===== src/rtl/wb_stage_if.sv =====
// MEM -> WB pipeline bus: valid/allowin handshake plus the instruction payload.
interface wb_stage_if;
    logic        mem_valid;
    logic        wb_allowin;
    logic [31:0] mem_pc;
    logic        mem_reg_write;
    logic [4:0]  mem_waddr;
    logic [31:0] mem_result;
    logic [2:0]  mem_load;

    modport master (
        output mem_valid, mem_pc, mem_reg_write, mem_waddr, mem_result, mem_load,
        input  wb_allowin
    );

    modport slave (
        input  mem_valid, mem_pc, mem_reg_write, mem_waddr, mem_result, mem_load,
        output wb_allowin
    );
endinterface


===== src/rtl/wb_stage.sv =====
// MIPS writeback stage: WB pipeline register, load extraction, register-file write.
// Optional trace ports under `define WB_TRACE_EN.
module wb_stage (
    input  logic        clk,
    input  logic        rstn,
    wb_stage_if.slave   mem,
    input  logic [31:0] data_sram_rdata,
    input  logic        wb_stall,
    output logic        reg_write,
    output logic [4:0]  waddr,
    output logic [31:0] wdata,
    output logic        wb_valid,
    output logic [4:0]  wb_fwd_waddr,
    output logic [31:0] wb_fwd_wdata
`ifdef WB_TRACE_EN
    ,
    output logic [31:0] debug_wb_pc,
    output logic [3:0]  debug_wb_rf_wen,
    output logic [4:0]  debug_wb_rf_wnum,
    output logic [31:0] debug_wb_rf_wdata
`endif
);

    localparam logic [2:0] LD_LW  = 3'd1;
    localparam logic [2:0] LD_LB  = 3'd2;
    localparam logic [2:0] LD_LBU = 3'd3;
    localparam logic [2:0] LD_LH  = 3'd4;
    localparam logic [2:0] LD_LHU = 3'd5;

    typedef struct packed {
        logic [31:0] pc;
        logic        reg_write;
        logic [4:0]  waddr;
        logic [31:0] result;
        logic [2:0]  load;
    } wb_req_t;

    wb_req_t     wb_r;
    logic        first_cycle;
    logic [31:0] rdata_buf;
    logic        allowin;
    logic        mem_is_load;
    logic [31:0] rd_word;
    logic [7:0]  rd_byte;
    logic [15:0] rd_half;
    logic [31:0] wb_data;

    assign allowin        = !wb_valid || !wb_stall;
    assign mem.wb_allowin = allowin;
    assign mem_is_load    = (mem.mem_load >= LD_LW) && (mem.mem_load <= LD_LHU);

    always_ff @(posedge clk or negedge rstn) begin
        if (!rstn) begin
            wb_valid    <= 1'b0;
            wb_r        <= '0;
            first_cycle <= 1'b0;
            rdata_buf   <= '0;
        end else begin
            // SRAM data is only guaranteed in the first WB cycle of a load.
            if (first_cycle)
                rdata_buf <= data_sram_rdata;
            if (allowin) begin
                wb_valid    <= mem.mem_valid;
                first_cycle <= mem.mem_valid && mem_is_load;
                if (mem.mem_valid)
                    wb_r <= '{pc:        mem.mem_pc,
                              reg_write: mem.mem_reg_write,
                              waddr:     mem.mem_waddr,
                              result:    mem.mem_result,
                              load:      mem.mem_load};
            end else begin
                first_cycle <= 1'b0;
            end
        end
    end

    always_comb begin
        rd_word = first_cycle ? data_sram_rdata : rdata_buf;
        case (wb_r.result[1:0])
            2'd0:    rd_byte = rd_word[7:0];
            2'd1:    rd_byte = rd_word[15:8];
            2'd2:    rd_byte = rd_word[23:16];
            default: rd_byte = rd_word[31:24];
        endcase
        rd_half = wb_r.result[1] ? rd_word[31:16] : rd_word[15:0];
        case (wb_r.load)
            LD_LW:   wb_data = rd_word;
            LD_LB:   wb_data = {{24{rd_byte[7]}}, rd_byte};
            LD_LBU:  wb_data = {24'h0, rd_byte};
            LD_LH:   wb_data = {{16{rd_half[15]}}, rd_half};
            LD_LHU:  wb_data = {16'h0, rd_half};
            default: wb_data = wb_r.result;
        endcase
    end

    assign reg_write    = wb_valid && !wb_stall && wb_r.reg_write && (wb_r.waddr != 5'd0);
    assign waddr        = wb_valid ? wb_r.waddr : 5'd0;
    assign wdata        = wb_valid ? wb_data : 32'd0;
    assign wb_fwd_waddr = (wb_valid && wb_r.reg_write) ? wb_r.waddr : 5'd0;
    assign wb_fwd_wdata = wdata;

`ifdef WB_TRACE_EN
    assign debug_wb_pc       = wb_r.pc;
    assign debug_wb_rf_wen   = {4{reg_write}};
    assign debug_wb_rf_wnum  = waddr;
    assign debug_wb_rf_wdata = wdata;
`else
    logic unused_pc;
    assign unused_pc = ^wb_r.pc;
`endif

endmodule


===== src/flat_wrapper.sv =====
// flat-port wrapper written by rule: the top's interface ports become plain ports
module wb_stage_flat 
  (clk, rstn, data_sram_rdata, wb_stall, reg_write, waddr, wdata, wb_valid, wb_fwd_waddr, wb_fwd_wdata, mem_mem_valid, mem_mem_pc, mem_mem_reg_write, mem_mem_waddr, mem_mem_result, mem_mem_load, mem_wb_allowin);
  wb_stage_if mem_i ();
  input  logic clk;
  input  logic rstn;
  input  logic [31:0] data_sram_rdata;
  input  logic wb_stall;
  output logic reg_write;
  output logic [4:0] waddr;
  output logic [31:0] wdata;
  output logic wb_valid;
  output logic [4:0] wb_fwd_waddr;
  output logic [31:0] wb_fwd_wdata;
  input wire logic [$bits(mem_i.mem_valid)-1:0] mem_mem_valid;
  input wire logic [$bits(mem_i.mem_pc)-1:0] mem_mem_pc;
  input wire logic [$bits(mem_i.mem_reg_write)-1:0] mem_mem_reg_write;
  input wire logic [$bits(mem_i.mem_waddr)-1:0] mem_mem_waddr;
  input wire logic [$bits(mem_i.mem_result)-1:0] mem_mem_result;
  input wire logic [$bits(mem_i.mem_load)-1:0] mem_mem_load;
  output wire logic [$bits(mem_i.wb_allowin)-1:0] mem_wb_allowin;
  assign mem_i.mem_valid = mem_mem_valid;
  assign mem_i.mem_pc = mem_mem_pc;
  assign mem_i.mem_reg_write = mem_mem_reg_write;
  assign mem_i.mem_waddr = mem_mem_waddr;
  assign mem_i.mem_result = mem_mem_result;
  assign mem_i.mem_load = mem_mem_load;
  assign mem_wb_allowin = mem_i.wb_allowin;
  wb_stage u_core (.clk(clk), .rstn(rstn), .mem(mem_i), .data_sram_rdata(data_sram_rdata), .wb_stall(wb_stall), .reg_write(reg_write), .waddr(waddr), .wdata(wdata), .wb_valid(wb_valid), .wb_fwd_waddr(wb_fwd_waddr), .wb_fwd_wdata(wb_fwd_wdata));
endmodule

===== config.mk =====
export PLATFORM = sky130hd
export DESIGN_NAME = wb_stage_flat
export DESIGN_NICKNAME = d
export VERILOG_FILES = /design/src/rtl/wb_stage_if.sv /design/src/rtl/wb_stage.sv /design/src/flat_wrapper.sv
export SDC_FILE = /design/constraint.sdc
export NUM_CORES = 1
export LEC_CHECK = 0
export CORE_MARGIN = 2
export CORE_UTILIZATION = 30
export DETAILED_ROUTE_END_ITERATION = 6
export GPL_TIMING_DRIVEN = 0
export PLACE_DENSITY = 0.68
export SYNTH_ARGS = -nofsm -noshare
export SYNTH_HDL_FRONTEND = slang
export SYNTH_SLANG_ARGS = --single-unit

===== constraint.sdc =====
create_clock -name clk -period 2.8 [get_ports clk]
set_clock_uncertainty 0.05 [all_clocks]
set_input_delay 0.28 -clock clk [delete_from_list [all_inputs] [get_ports clk]]
set_output_delay 0.28 -clock clk [all_outputs]
set_load 0.05 [all_outputs]

# == Word level (Yosys, flattened, before mapping) ==
# Cells that the tools add are included.
# op_classes
order_cmp,2
eq_ne,7
muxes,8
reduce_logical,12
# ops
operator,n
$pmux W32 S5,1
$mux W32,2
$pmux W8 S3,1
$mux W16,1
$mux W5,2
$eq A3 B2 Y1 const B,2
$eq A3 B3 Y1 const B,2
$logic_and A1 B1 Y1,6
$reduce_bool A5 Y1,1
$eq A3 B1 Y1 const B,1
$ge A3 B1 Y1 const B,1
$le A3 B3 Y1 const B,1
$eq A2 B1 Y1 const B,1
$eq A2 B2 Y1 const B,1
$logic_not A1 Y1,2
$logic_not A2 Y1,1
$reduce_and A2 Y1,1
$logic_or A1 B1 Y1,1
$mux W1,1
# word_totals
register_bits,75
input_bits,109
out_inout_bits,77
wordCells,36

# == Longest topological paths before layout ==
# logic_depth
depth_word,4
depth_mapped,8
depth_no_buf,4

# == Least setup slack after synthesis ==
# OpenSTA, ideal clock, no wires.
# synth_path
path_type,register to output
startpoint,register u_core.wb_r[2] (netlist name)
endpoint,output port wdata[4]
arrival_time_ns,4.154
required_time_ns,2.470
slack_ns,-1.684
stages_incl_launch_ff,6
path_buffers,2
cell_sequence,dfrtp_1 -> buf_2 -> a21oi_1 -> o221ai_1 -> a2111oi_0 -> buf_4
# synth_via
elab_chain_cells,3
word_cells_on_any_way,7
classes_between,5 x eq/ne; 2 x mux
# synth_lines
item,line,rtl
from (decl),wb_stage.sv:38,wb_req_t wb_r;
from (signal assigned),wb_stage.sv:66,"wb_r <= '{pc: mem.mem_pc,"
"$eq A3 B3 Y1, or another cell as far along",wb_stage.sv:86,case (wb_r.load)
$pmux W32 S5 *,wb_stage.sv:86,
$mux W32 *,wb_stage.sv:98,assign wdata = wb_valid ? wb_data : 32'd0;
to (decl),flat_wrapper.sv:11,output logic [31:0] wdata;
# Every way passes the cells marked *; elsewhere a longest branch is shown, timed or not.

# == Worst setup path after layout ==
# layout_path
startpoint,register u_core.first_cycle
endpoint,output port wdata[28]
# layout_via
elab_chain_cells,4
word_cells_on_any_way,5
classes_between,5 x mux
# layout_lines
item,line,rtl
from (decl),wb_stage.sv:39,logic first_cycle;
from (signal assigned),wb_stage.sv:64,first_cycle <= mem.mem_valid && mem_is_load;
$mux W32,-,
named net u_core.rd_word[23],wb_stage.sv:43,logic [31:0] rd_word;
$pmux W8 S3,wb_stage.sv:79,case (wb_r.result[1:0])
$pmux W32 S5,wb_stage.sv:86,
$mux W32,wb_stage.sv:98,
# The timed path passes the listed nets, and every way through them passes these cells.

==> impl_metrics.xml <==
<?xml version="1.0" encoding="UTF-8"?>
<metrics>
  <group name="worst_setup_path">
    <metric name="crit_path_max_incr_delay" unit="ns">0.38</metric>
    <metric name="crit_start" unit="">u_core.first_cycle$_DFF_PN0_</metric>
    <metric name="worst_r2r_startpoint" unit="">u_core.wb_valid$_DFFE_PN0N_</metric>
    <metric name="maximum_net_fanout_on_the_critical_path" unit="">10</metric>
    <metric name="critical_path.most_common_cell" unit="">sky130_fd_sc_hd__buf_4</metric>
    <metric name="critPathRequiredTime" unit="ns">2.47</metric>
    <metric name="slowest_stage_cell_on_the_critical_path" unit="">sky130_fd_sc_hd__dfrtp_1</metric>
    <metric name="timing.critical_path.cells" unit="">buf_8 &gt; mux2_4 &gt; a22oi_4 &gt; a211oi_4 &gt; buf_6 &gt; o31a_1 &gt; buf_4 &gt; buf_4</metric>
    <metric name="timing.critical_path.from_type" unit="">flip-flop</metric>
    <metric name="worst_setup_path_end_kind" unit="">output port</metric>
    <metric name="path_class" unit="">reg2out</metric>
    <metric name="timing.critical_path.arrival" unit="ns">2.41</metric>
  </group>
  <group name="clock_network">
    <metric name="h_tree_depth" unit="">3</metric>
    <metric name="tritoncts.num_buffers" unit="">9</metric>
    <metric name="clk-insertion-delay-late" unit="ns">0.33</metric>
    <metric name="root_buffer" unit="">sky130_fd_sc_hd__clkbuf_16</metric>
    <metric name="worst_setup_hold_path_clk_slew" unit="ns">0.06</metric>
    <metric name="clock_sink_count" unit="">75</metric>
    <metric name="max-clock-path-buffers" unit="">2</metric>
    <metric name="clock_tree_from_tritoncts" unit="">built</metric>
  </group>
  <group name="global_route">
    <metric name="grt_use_total" unit="%">18.5</metric>
    <metric name="grt.met3_usage" unit="%">3.41</metric>
    <metric name="grt-busiest-layer" unit="">met2</metric>
    <metric name="met1_usage" unit="%">25.0</metric>
    <metric name="largest_net_degree_at_the_start_of_global_routing" unit="">39</metric>
    <metric name="remaining_global_route_overflow" unit="">0</metric>
    <metric name="first_pass_grt_wire_length" unit="mm">20.6</metric>
    <metric name="initial_antenna_violation_count" unit="">0</metric>
    <metric name="grt_pass1_vias" unit="">3634</metric>
    <metric name="groute.layer.met2.usage" unit="%">30.1</metric>
  </group>
  <group name="sta">
    <metric name="max_slew.worst_pin.slew" unit="ns">0.584</metric>
    <metric name="final_min_period_over_clock_period" unit="%">97.8</metric>
    <metric name="finalMaxSlewViolations" unit="">0</metric>
    <metric name="max_freq" unit="MHz">365</metric>
    <metric name="grt_setup_unrepaired" unit="">true</metric>
    <metric name="fin_setup_tns" unit="ns">0</metric>
    <metric name="post-route-min-period" unit="ns">2.74</metric>
    <metric name="timing.slew.headroom" unit="%">61.1</metric>
    <metric name="timing.final.setup_violations" unit="">0</metric>
    <metric name="final-hold-violation-count" unit="">0</metric>
  </group>
  <group name="route">
    <metric name="detailedRoute.firstIterationViolations" unit="">162</metric>
    <metric name="drc" unit="">0</metric>
    <metric name="drt-total-wl" unit="mm">13.8</metric>
    <metric name="wire_per_inst" unit="um">19.4</metric>
    <metric name="vias" unit="">3591</metric>
    <metric name="detail_route.vias_per_cell" unit="">5.03</metric>
    <metric name="drt.antenna.violating_nets" unit="">0</metric>
    <metric name="firstDrtPassIters" unit="">4</metric>
  </group>
  <group name="die">
    <metric name="num_io_pins" unit="">186</metric>
    <metric name="chipHeight" unit="um">123</metric>
    <metric name="die_w" unit="um">123</metric>
    <metric name="fp.coreArea" unit="mm2">0.0139</metric>
    <metric name="rows" unit="">43</metric>
    <metric name="floorplan.initialDensity" unit="%">30.6</metric>
    <metric name="die-area" unit="mm2">0.0151</metric>
  </group>
  <group name="cells_and_area">
    <metric name="diodes" unit="">0</metric>
    <metric name="synthesis_to_layout_area_growth" unit="%">49.6</metric>
    <metric name="final_core_util" unit="%">45.8</metric>
    <metric name="final_net_count" unit="">638</metric>
    <metric name="post_layout_nonfiller_instances" unit="">714</metric>
    <metric name="post_route_cells_drive_above_1_share" unit="%">46.3</metric>
    <metric name="multi_input_comb_area" unit="mm2">0.00212</metric>
    <metric name="fillers" unit="">1334</metric>
    <metric name="area.sequential" unit="mm2">0.00188</metric>
  </group>
  <group name="placement">
    <metric name="dpl.cell_count" unit="">693</metric>
    <metric name="hpwl" unit="mm">10.7</metric>
    <metric name="place.port_buffers" unit="">153</metric>
    <metric name="finalWeightedCongestion" unit="">0.858</metric>
  </group>
  <group name="synthesis">
    <metric name="synthMostInstantiatedCell" unit="">sky130_fd_sc_hd__dfrtp_1</metric>
    <metric name="synth-seq-area-share" unit="%">44.1</metric>
    <metric name="mappedNetlistNets" unit="">468</metric>
    <metric name="postSynthCellCount" unit="">359</metric>
    <metric name="synth_area_per_cell" unit="um2">11.8</metric>
    <metric name="yosys.area_share.simple" unit="%">6.47</metric>
    <metric name="multiplexer_area_fraction_after_synthesis" unit="%">22.2</metric>
    <metric name="synth_edf_count" unit="">0</metric>
    <metric name="synth_fa_ha_area_share" unit="%">0</metric>
    <metric name="yosysUniqueCellTypes" unit="">47</metric>
    <metric name="postSynth.asyncResetShare" unit="%">100</metric>
    <metric name="synthFlopType" unit="">sky130_fd_sc_hd__dfrtp_1</metric>
    <metric name="compound_gate_portion_of_the_synthesized_area" unit="%">17.7</metric>
    <metric name="combinational_family_with_the_most_area_after_synthesis" unit="">multiplexers</metric>
    <metric name="yosys_register_bits" unit="">75</metric>
    <metric name="synth-xor-area-share" unit="%">0</metric>
    <metric name="synth_top_area_share" unit="%">44.1</metric>
    <metric name="post_synthesis_instance_area" unit="mm2">0.00425</metric>
    <metric name="synth_top_cells_by_area" unit="">sky130_fd_sc_hd__dfrtp_1 (44%), sky130_fd_sc_hd__mux2_2 (18%), sky130_fd_sc_hd__buf_4 (6.4%), sky130_fd_sc_hd__a22o_1 (3.1%), sky130_fd_sc_hd__o31a_1 (3.1%)</metric>
    <metric name="netlist_top_cells_count" unit="">sky130_fd_sc_hd__dfrtp_1 (75), sky130_fd_sc_hd__mux2_2 (69), sky130_fd_sc_hd__buf_4 (36)</metric>
    <metric name="synth_area_leader_cell" unit="">sky130_fd_sc_hd__dfrtp_1</metric>
    <metric name="ys_warn_count" unit="">0</metric>
  </group>
  <group name="power_and_ir_drop">
    <metric name="power.density" unit="mW/mm2">798</metric>
    <metric name="leakage_power" unit="nW">2.70</metric>
    <metric name="peakVddDrop" unit="mV">0.394</metric>
  </group>
  <group name="flow_run">
    <metric name="timing.max_cap.violations" unit="">0</metric>
  </group>
  <group name="outcome">
    <metric name="status" unit="">completed</metric>
  </group>
  <group name="hold_path">
    <metric name="hold_crit_path_type" unit="">in2async</metric>
  </group>
</metrics>
## cells by family (layout without fill, tap and decap cells)
group | count (synthesis) | after routing
AOI/OAI and AO/OA | 97 | 97
muxes | 78 | 78
DFF | 75 | 75
buffers and inverters | 63 | 238
and+or+nand+nor | 46 | 46
## report_power, final
| group | internal (mW) | total (mW) | leakage [nW] | switching (mW) |
|---|---|---|---|---|
| registers | 1.26 | 1.35 | 0.878 | 0.0876 |
| clock network | 0.646 | 1.07 | 0.137 | 0.423 |
| logic | 0.984 | 2.65 | 1.68 | 1.67 |
| total | 2.89 | 5.07 | 2.70 | 2.18 |
## final cells by class
type	instances	share of cell area [%]
Clock buffer	14	4.15
Buffer	60	6.96
Sequential cell	75	29.5
Timing Repair Buffer	159	22.1
Inverter	3	0.177
Clock inverter	2	0.157
Tap cell	180	3.54
Multi-Input combinational cell	221	33.4
## cell usage in the layout (no fill, tap or decap), types with 6 or more instances in the layout
cell type	count
sky130_fd_sc_hd__dfrtp_1	74
sky130_fd_sc_hd__buf_2	32
sky130_fd_sc_hd__and2_1	7
sky130_fd_sc_hd__nand2_1	7
sky130_fd_sc_hd__and3_1	6
sky130_fd_sc_hd__buf_6	10
sky130_fd_sc_hd__o31a_1	15
sky130_fd_sc_hd__a22o_1	15
sky130_fd_sc_hd__buf_4	56
sky130_fd_sc_hd__mux2_2	68
sky130_fd_sc_hd__clkbuf_1	8
sky130_fd_sc_hd__clkbuf_16	9
sky130_fd_sc_hd__a21oi_2	7
sky130_fd_sc_hd__clkbuf_2	10
sky130_fd_sc_hd__clkdlybuf4s50_1	88
sky130_fd_sc_hd__o21ai_0	15
sky130_fd_sc_hd__clkdlybuf4s15_2	9
sky130_fd_sc_hd__nor2_1	7
## worst max-delay path, delay by kind of cell, from the launching register on
kind / cells / cell delay (ns)
flops: 1 / 0.38
mux: 1 / 0.34
compound gates: 3 / 0.70
buf+inv: 4 / 0.64
## metal layers
metal  routed length [um]  vias to the layer above
met5                    0                        -
met4                  163                        0
met3                  909                       13
met2                 6670                      139
met1                 6110                     1777
li1                     -                     1662
## worst paths after layout
kind                                            endpoint  slack (ns)  cells after the start
max in group asynchronous     u_core.wb_r[2]$_DFFE_PN0P_        1.69                      3
setup reg to reg             u_core.wb_r[11]$_DFFE_PN0P_        0.77                      6
setup / recovery                               wdata[28]        0.06                      8
hold / removal             u_core.rdata_buf[2]$_DFF_PN0_        0.41                      2
min in group clk             u_core.wb_r[10]$_DFFE_PN0P_        0.45                      1
hold reg to reg              u_core.wb_r[10]$_DFFE_PN0P_        0.45                      1
## through the flow
step	total power, mW	worst slack, ns	area, um2	hold WS (ns)
finish	5.07	0.0606	6360	0.413
floorplan	3.19	-0.143	4300	-0.0656
global route	5.30	-0.0101	6360	0.467
detailed placement	4.08	-0.528	6070	0.236
CTS	5.10	-0.0150	6420	0.441
global placement	4.04	-1.23	6060	0.438
## timing repair
item / CTS / global route
setup buffers: 3 / 1
cloned: 0 / 0
pin swaps: 3 / 2
gates resized for setup: 251 / 94
hold endpoints to repair: 37 / 0
hold buffers: 1 / 0
endpoints found under the setup margin: 64 / 53
## flip-flops by register name, indices dropped and copies added (netlist names)
signal	flops
u_core.wb_valid	1
u_core.first_cycle	1
u_core.rdata_buf	32
u_core.wb_r	41
Note: power is estimated with default switching activity, not from simulation.
